===== config.mk =====
export PLATFORM = sky130hd
export DESIGN_NAME = native_axil_bridge
export DESIGN_NICKNAME = d
export VERILOG_FILES = /design/src/rtl/native_axil_bridge.sv
export SDC_FILE = /design/constraint.sdc
export NUM_CORES = 1
export LEC_CHECK = 0
export ABC_AREA = 1
export CAP_MARGIN = 25
export CELL_PAD_IN_SITES_DETAIL_PLACEMENT = 1
export CELL_PAD_IN_SITES_GLOBAL_PLACEMENT = 2
export CORE_MARGIN = 2
export CORE_UTILIZATION = 24
export CTS_CLUSTER_DIAMETER = 200
export DETAILED_ROUTE_END_ITERATION = 6
export HOLD_SLACK_MARGIN = 0.06
export PLACE_DENSITY = 0.9
export SLEW_MARGIN = 25
export SYNTH_ARGS = -nofsm -noshare
export SYNTH_HDL_FRONTEND = slang
export SYNTH_SLANG_ARGS = --single-unit

===== constraint.sdc =====
create_clock -name clk -period 2.4 [get_ports clk]
set_input_delay 0.36 -clock clk [delete_from_list [all_inputs] [get_ports clk]]
set_output_delay 0.36 -clock clk [all_outputs]
set_load 0.01 [all_outputs]

===== src/rtl/native_axil_bridge.sv =====
// Native valid/ready memory port to single-outstanding AXI4-lite master.
// Optional watchdog: define NATIVE_AXIL_BRIDGE_TIMEOUT_EN.
module native_axil_bridge #(
  parameter int unsigned TIMEOUT_CYCLES = 1024,
  parameter logic [31:0] ERR_RDATA      = 32'hDEAD_BEEF
) (
  input  logic        clk,
  input  logic        rst,
  input  logic        mem_valid,
  input  logic        mem_instr,
  input  logic [31:0] mem_addr,
  input  logic [31:0] mem_wdata,
  input  logic [3:0]  mem_wstrb,
  output logic        mem_ready,
  output logic [31:0] mem_rdata,
  output logic        mem_axi_awvalid,
  input  logic        mem_axi_awready,
  output logic [31:0] mem_axi_awaddr,
  output logic [2:0]  mem_axi_awprot,
  output logic        mem_axi_wvalid,
  input  logic        mem_axi_wready,
  output logic [31:0] mem_axi_wdata,
  output logic [3:0]  mem_axi_wstrb,
  input  logic        mem_axi_bvalid,
  output logic        mem_axi_bready,
  input  logic [1:0]  mem_axi_bresp,
  output logic        mem_axi_arvalid,
  input  logic        mem_axi_arready,
  output logic [31:0] mem_axi_araddr,
  output logic [2:0]  mem_axi_arprot,
  input  logic        mem_axi_rvalid,
  output logic        mem_axi_rready,
  input  logic [31:0] mem_axi_rdata,
  input  logic [1:0]  mem_axi_rresp,
  output logic [31:0] rd_count,
  output logic [31:0] wr_count,
  output logic        bus_err
);

  typedef enum logic [2:0] {IDLE, RD_ADDR, RD_DATA, WR_REQ, WR_RESP, DONE} state_t;

  state_t      state, state_n;
  logic        aw_done, w_done, aw_done_n, w_done_n;
  logic [31:0] addr_q, addr_n;
  logic        arvalid_n, rready_n, awvalid_n, wvalid_n, bready_n;
  logic [2:0]  arprot_n;
  logic [31:0] wdata_n, rdata_n, rd_count_n, wr_count_n;
  logic [3:0]  wstrb_n;
  logic        bus_err_n;
  logic        timeout;

  // One address register serves both channels: only one transaction is ever in flight.
  assign mem_axi_araddr = addr_q;
  assign mem_axi_awaddr = addr_q;
  assign mem_axi_awprot = 3'b000;
  assign mem_ready      = (state == DONE);

`ifdef NATIVE_AXIL_BRIDGE_TIMEOUT_EN
  logic [31:0] wdog, wdog_n;
  logic        busy;

  assign busy    = state inside {RD_ADDR, RD_DATA, WR_REQ, WR_RESP};
  assign timeout = busy && (wdog == TIMEOUT_CYCLES - 1);

  always_comb begin
    wdog_n = '0;
    if (state_n == state && busy) wdog_n = wdog + 32'd1;
  end

  always_ff @(posedge clk) begin
    if (rst) wdog <= '0;
    else     wdog <= wdog_n;
  end
`else
  // Watchdog compiled out; the parameter stays for a stable instantiation interface.
  logic unused_timeout_cfg;
  assign unused_timeout_cfg = ^TIMEOUT_CYCLES;
  assign timeout = 1'b0;
`endif

  always_comb begin
    state_n    = state;
    arvalid_n  = mem_axi_arvalid;
    rready_n   = mem_axi_rready;
    awvalid_n  = mem_axi_awvalid;
    wvalid_n   = mem_axi_wvalid;
    bready_n   = mem_axi_bready;
    aw_done_n  = aw_done;
    w_done_n   = w_done;
    addr_n     = addr_q;
    arprot_n   = mem_axi_arprot;
    wdata_n    = mem_axi_wdata;
    wstrb_n    = mem_axi_wstrb;
    rdata_n    = mem_rdata;
    rd_count_n = rd_count;
    wr_count_n = wr_count;
    bus_err_n  = bus_err;
    case (state)
      IDLE: if (mem_valid) begin
        addr_n = mem_addr;
        if (mem_wstrb == 4'b0000) begin
          arprot_n  = {mem_instr, 2'b00};
          arvalid_n = 1'b1;
          state_n   = RD_ADDR;
        end else begin
          wdata_n   = mem_wdata;
          wstrb_n   = mem_wstrb;
          awvalid_n = 1'b1;
          wvalid_n  = 1'b1;
          aw_done_n = 1'b0;
          w_done_n  = 1'b0;
          state_n   = WR_REQ;
        end
      end
      RD_ADDR: if (mem_axi_arvalid && mem_axi_arready) begin
        arvalid_n = 1'b0;
        rready_n  = 1'b1;
        state_n   = RD_DATA;
      end
      RD_DATA: if (mem_axi_rvalid && mem_axi_rready) begin
        rdata_n    = mem_axi_rdata;
        rready_n   = 1'b0;
        rd_count_n = rd_count + 32'd1;
        bus_err_n  = bus_err | (mem_axi_rresp != 2'b00);
        state_n    = DONE;
      end
      WR_REQ: begin
        if (mem_axi_awvalid && mem_axi_awready) begin
          awvalid_n = 1'b0;
          aw_done_n = 1'b1;
        end
        if (mem_axi_wvalid && mem_axi_wready) begin
          wvalid_n = 1'b0;
          w_done_n = 1'b1;
        end
        // Uses the next-state flags so a same-cycle AW+W handshake advances at once.
        if (aw_done_n && w_done_n) begin
          bready_n = 1'b1;
          state_n  = WR_RESP;
        end
      end
      WR_RESP: if (mem_axi_bvalid && mem_axi_bready) begin
        bready_n   = 1'b0;
        wr_count_n = wr_count + 32'd1;
        bus_err_n  = bus_err | (mem_axi_bresp != 2'b00);
        state_n    = DONE;
      end
      DONE:    state_n = IDLE;
      default: state_n = IDLE;
    endcase
    if (timeout) begin
      arvalid_n  = 1'b0;
      rready_n   = 1'b0;
      awvalid_n  = 1'b0;
      wvalid_n   = 1'b0;
      bready_n   = 1'b0;
      bus_err_n  = 1'b1;
      rd_count_n = rd_count;
      wr_count_n = wr_count;
      if (state == RD_ADDR || state == RD_DATA) rdata_n = ERR_RDATA;
      state_n = DONE;
    end
  end

  always_ff @(posedge clk) begin
    if (rst) begin
      state           <= IDLE;
      mem_axi_arvalid <= 1'b0;
      mem_axi_rready  <= 1'b0;
      mem_axi_awvalid <= 1'b0;
      mem_axi_wvalid  <= 1'b0;
      mem_axi_bready  <= 1'b0;
      aw_done         <= 1'b0;
      w_done          <= 1'b0;
      addr_q          <= '0;
      mem_axi_arprot  <= '0;
      mem_axi_wdata   <= '0;
      mem_axi_wstrb   <= '0;
      mem_rdata       <= '0;
      rd_count        <= '0;
      wr_count        <= '0;
      bus_err         <= 1'b0;
    end else begin
      state           <= state_n;
      mem_axi_arvalid <= arvalid_n;
      mem_axi_rready  <= rready_n;
      mem_axi_awvalid <= awvalid_n;
      mem_axi_wvalid  <= wvalid_n;
      mem_axi_bready  <= bready_n;
      aw_done         <= aw_done_n;
      w_done          <= w_done_n;
      addr_q          <= addr_n;
      mem_axi_arprot  <= arprot_n;
      mem_axi_wdata   <= wdata_n;
      mem_axi_wstrb   <= wstrb_n;
      mem_rdata       <= rdata_n;
      rd_count        <= rd_count_n;
      wr_count        <= wr_count_n;
      bus_err         <= bus_err_n;
    end
  end

endmodule


* Yosys cells after proc, flatten, opt, wreduce, memory -nomap -nowiden
Cells that the tools add are included.
Cells by class: add/subtract/negate cells 2, equality and inequality tests 14, mux-type cells 34, bitwise operators 3, reduce and logical (&&, ||, !) cells 28
Operators by type and width (count):
- adder 32 x 1 -> 32 bit, second input constant | 2
- 2-to-1 mux 1 bit | 19
- inequality test 2 bit, second input constant | 9
- AND reduction 3 bit | 6
- one-hot mux 1 bit (2 select lines) | 8
- 2-to-1 mux 3 bit | 5
- one-hot mux 3 bit (5 select lines) | 1
- nonzero test 2 bit | 7
- AND reduction 4 bit | 3
- equality test 3 x 2 -> 1 bit, second input constant | 2
- equality test 3 bit, second input constant | 2
- logical AND 1 bit | 6
- AND reduction 2 bit | 3
- AND reduction 5 bit | 1
- logical NOT 4 bit | 1
- equality test 3 x 1 -> 1 bit, second input constant | 1
- logical NOT 3 bit | 1
- 2-to-1 mux 2 bit | 1
- bitwise OR 1 bit | 2
- inverter 1 bit | 1
Storage, ports and cells: register bits 176, input port bits 113, output and inout bits 209, logic and storage cells 97

* Longest topological paths before layout
depth in word-level cells 6, gate-level depth with buffers 11, depth with buffers taken out 11

* Worst setup path after synthesis
Ideal clock, no wire load.
kind register -> register, start point reg wr_count[0], end point reg wr_count[28], arrival 1.421 ns, path slack 0.868 ns, stages on the path, launching flop included 11, buffers on the path 0, cells stage by stage dfxtp_1 -> ha_1 -> inv_1 -> nor2_1 -> nand2_1 -> nor2_4 -> nand2_2 -> nor2_2 -> nand2_1 -> nor2_1 -> nor2_1
On the way: word-level cells in the longest chain between the ends 1
Ends and longest elaborated chain:
- from (decl) | line 36 | output logic [31:0] wr_count,
- from (signal assigned) | line 198 | wr_count <= wr_count_n;
- adder 32 x 1 -> 32 bit | line 144 | wr_count_n = wr_count + 32'd1;
No other way between the ends. A chain may end at the register's enable or synchronous reset.

* Final worst setup path
start point reg state[0], end point out mem_ready
On the way: word-level cells in the longest chain between the ends 1
Ends and longest elaborated chain:
- from (decl) | line 42 | state_t state, state_n;
- from (signal assigned) | line 184 | state <= state_n;
- equality test 3 bit | line 56 | assign mem_ready = (state == DONE);
- to (decl) | line 14 | output logic mem_ready,
No other way between the ends.

==> out/results.ini <==
[yosys]
synth_top_area_share_pct=45.0
synth.distinct_cells=35
synth-compound-area-share_pct=10.5
ys_ff_latch=176
avgSynthCellArea_sq_um=7.09
yosys.area_share.simple_pct=32.3
synthTopCellsByArea=dfxtp_1, nor2_1, nand2_1
muxShareOfSynthArea_pct=0
synth_fa_ha_area_share_pct=0.319
synth_xor_area_share_pct=1.34
synthCells=1106
synth_area_leader_cell=dfxtp_1
yosysWarnings=0
synth_top_family_by_area=simple AND/OR/NAND/NOR gates
netlist_area_sq_mm=0.00784
seq_area_frac_synth_pct=45.0

[cts]
clkSinkCount=176
cts_root_buf=clkbuf_16
cts_max_path_buffers=2
clkTransAtPathRegs_ps=70
numCtsBuffers=17
clk_latency_ps=440
cts_tree=done
postCtsSetupBuffers=0
postCtsHoldBufs=0
cts_resized=0
cts_max_level=4

[worst_setup_path]
arrival_ps=1800
ff2ff_path_depth=7
worstPathMaxFanout=6
r2r_start=state[1]
cpPeakStageDelay_ps=610
rr_endpoint=mem_axi_wdata[6]
worstPathCellList=inv_1, nor3_1, clkdlybuf4s50_1
crit_family=buffers and inverters
crit_type=reg2out
startpoint_type=flop
r2r_slack_ps=390
end_kind=primary output
path_buf_inv=2
slowest_stage=clkdlybuf4s50_1
cp.required_ps=2040

[power]
p_leak_nw=4.42
pwr_density_cell_mw_per_mm2=747
ir_drop_mv=0.501
power_mw=8.78

[final_layout]
fin_nets=1494
area_growth_pct=50.0
final_cell_mix=clkdlybuf4s50_1, nor2_1, nand2_1
antennaDiodeCount=0
final_cell_count_no_fill=1834
final_common_cell=clkdlybuf4s50_1
drive_gt1_share_pct=5.82
layout.area.seq_sq_mm=0.00352
fillers=4001
multi_input_area_sq_mm=0.00350

[global_routing]
grt_pass1_vias=8423
grt_max_degree=74
antenna_found_initial=0
grt_usage_pct=17.0
grt_pass1_wl_um=45200
grt.overflow.total=0

[route]
drt-total-wl_um=28900
ant_nets=0
vias_per_cell=4.38
drc=0
drtPass1Iterations=4
drtIter0Drc=275
wl_per_cell_um=15.7
dr_total_vias=8034

[placement]
place_congestion=0.778
numPortBuffers=316
hpwl_um=21800
placedCellCount=1802

[die]
fp.coreArea_sq_mm=0.0324
die-height_um=185
dieArea_sq_mm=0.0341
rows=66
dieWidth_um=185
initial_core_util_pct=24.2
pin_count=322

[sta]
report.final.hold_viol_count=0
timing.setup.tns_ps=0
setup_viol_count_final=0
relSlewSlack_pct=58.0
grt_setup_unrepaired=no
skew_ps=11.3
finalCriticalPeriod_ps=2160
fin_crit_sh_pct=90.2
tightest_slew_ps=629
max_freq_ghz=0.462
drv_slew=0

[worst_hold_path]
min_to=bus_err
hold_path.class=in2reg
holdPathStages=3
min_from=rst

[flow_run]
max-cap-violations=0

[status]
outcome=finished clean

==> flip-flops by register name, indices dropped and copies added, names as in the netlist, 3 cells and up <==
| name | count |
|---|---|
| mem_axi_araddr | 32 |
| rd_count | 32 |
| mem_axi_wdata | 32 |
| mem_axi_wstrb | 4 |
| wr_count | 32 |
| mem_rdata | 32 |
| state | 3 |
==> how the worst max path moves through the flow <==
stage | endpoint | depth (start not counted) | start | slack (ps)
floorplan | wr_count[28] | 10 | wr_count[0] | 870
global placement | mem_axi_wdata[15] | 7 | mem_wstrb[3] | 340
detailed placement | mem_axi_wstrb[3] | 7 | mem_wstrb[3] | 260
CTS | mem_ready | 3 | state[0] | 160
global route | mem_ready | 3 | state[0] | 100
finish | mem_ready | 3 | state[0] | 240
==> cell usage after synthesis <==
cell and instances:
buf_2 12, nand2_1 216, conb_1 1, a31oi_1 2, buf_4 40, o21a_1 2, a21oi_1 63, and2_1 1
nand3_1 42, or2_2 1, nor2_1 254, xor2_1 9, nand3_4 2, and3_1 3, nand2_2 9, or2_1 1
nor4_1 1, buf_6 6, nor3_1 23, nand2_4 1, nand4_1 13, nor2_4 8, clkinv_1 1, inv_2 5
nor2_2 8, xnor2_1 3, dfxtp_1 176, o21ai_0 89, nand3_2 2, clkbuf_1 19, nor3b_1 4, inv_1 81
o21bai_1 5, ha_1 2, nor2_8 1
==> tightest hold or removal path, stage by stage <==
cell,delay [ps]
buf_2,130
buf_12,190
nor2_1,130
==> final cells by class <==
class,count,share of cell area (%)
sequential,176,30.0
multi-input combinational,770,29.8
timing repair buffer,327,27.8
tap,442,4.70
clock buffer,18,3.65
inverter,87,2.78
clock inverter,14,1.33
==> layer usage <==
metal  up-vias  wire length [um]  global-route usage (%)
met4         0               485                    5.30
li1       4005                 -                       -
met3        25              1680                    3.97
met5         -                 0                       0
met1      3797             12300                    19.7
met2       207             14400                    30.7
==> through the flow <==
stage / util (%) / hold slack [ps] / cell area, sq um / setup WS (ps)
after floorplan: - / 429 / 7850 / 868
after global placement: 34.5 / 437 / 11200 / 342
after detailed placement: 34.5 / 460 / 11200 / 261
after CTS: 36.3 / 445 / 11800 / 161
after global routing: 36.3 / 458 / 11800 / 100
final: 36.3 / 459 / 11800 / 235
==> where the power goes <==
group,total [mW],internal (mW),switching [mW]
clock network,2.84,1.56,1.29
registers,3.49,3.25,0.241
logic,2.45,1.18,1.26
==> cell families after synthesis <==
family	Yosys count
AND/OR/NAND/NOR	590
adder cells (fa/ha/maj)	2
other	1
AO/OA/AOI/OAI	161
XOR/XNOR	12
buffers and inverters	164
flip-flops	176
No activity file was read; power rests on OpenSTA's default activity.
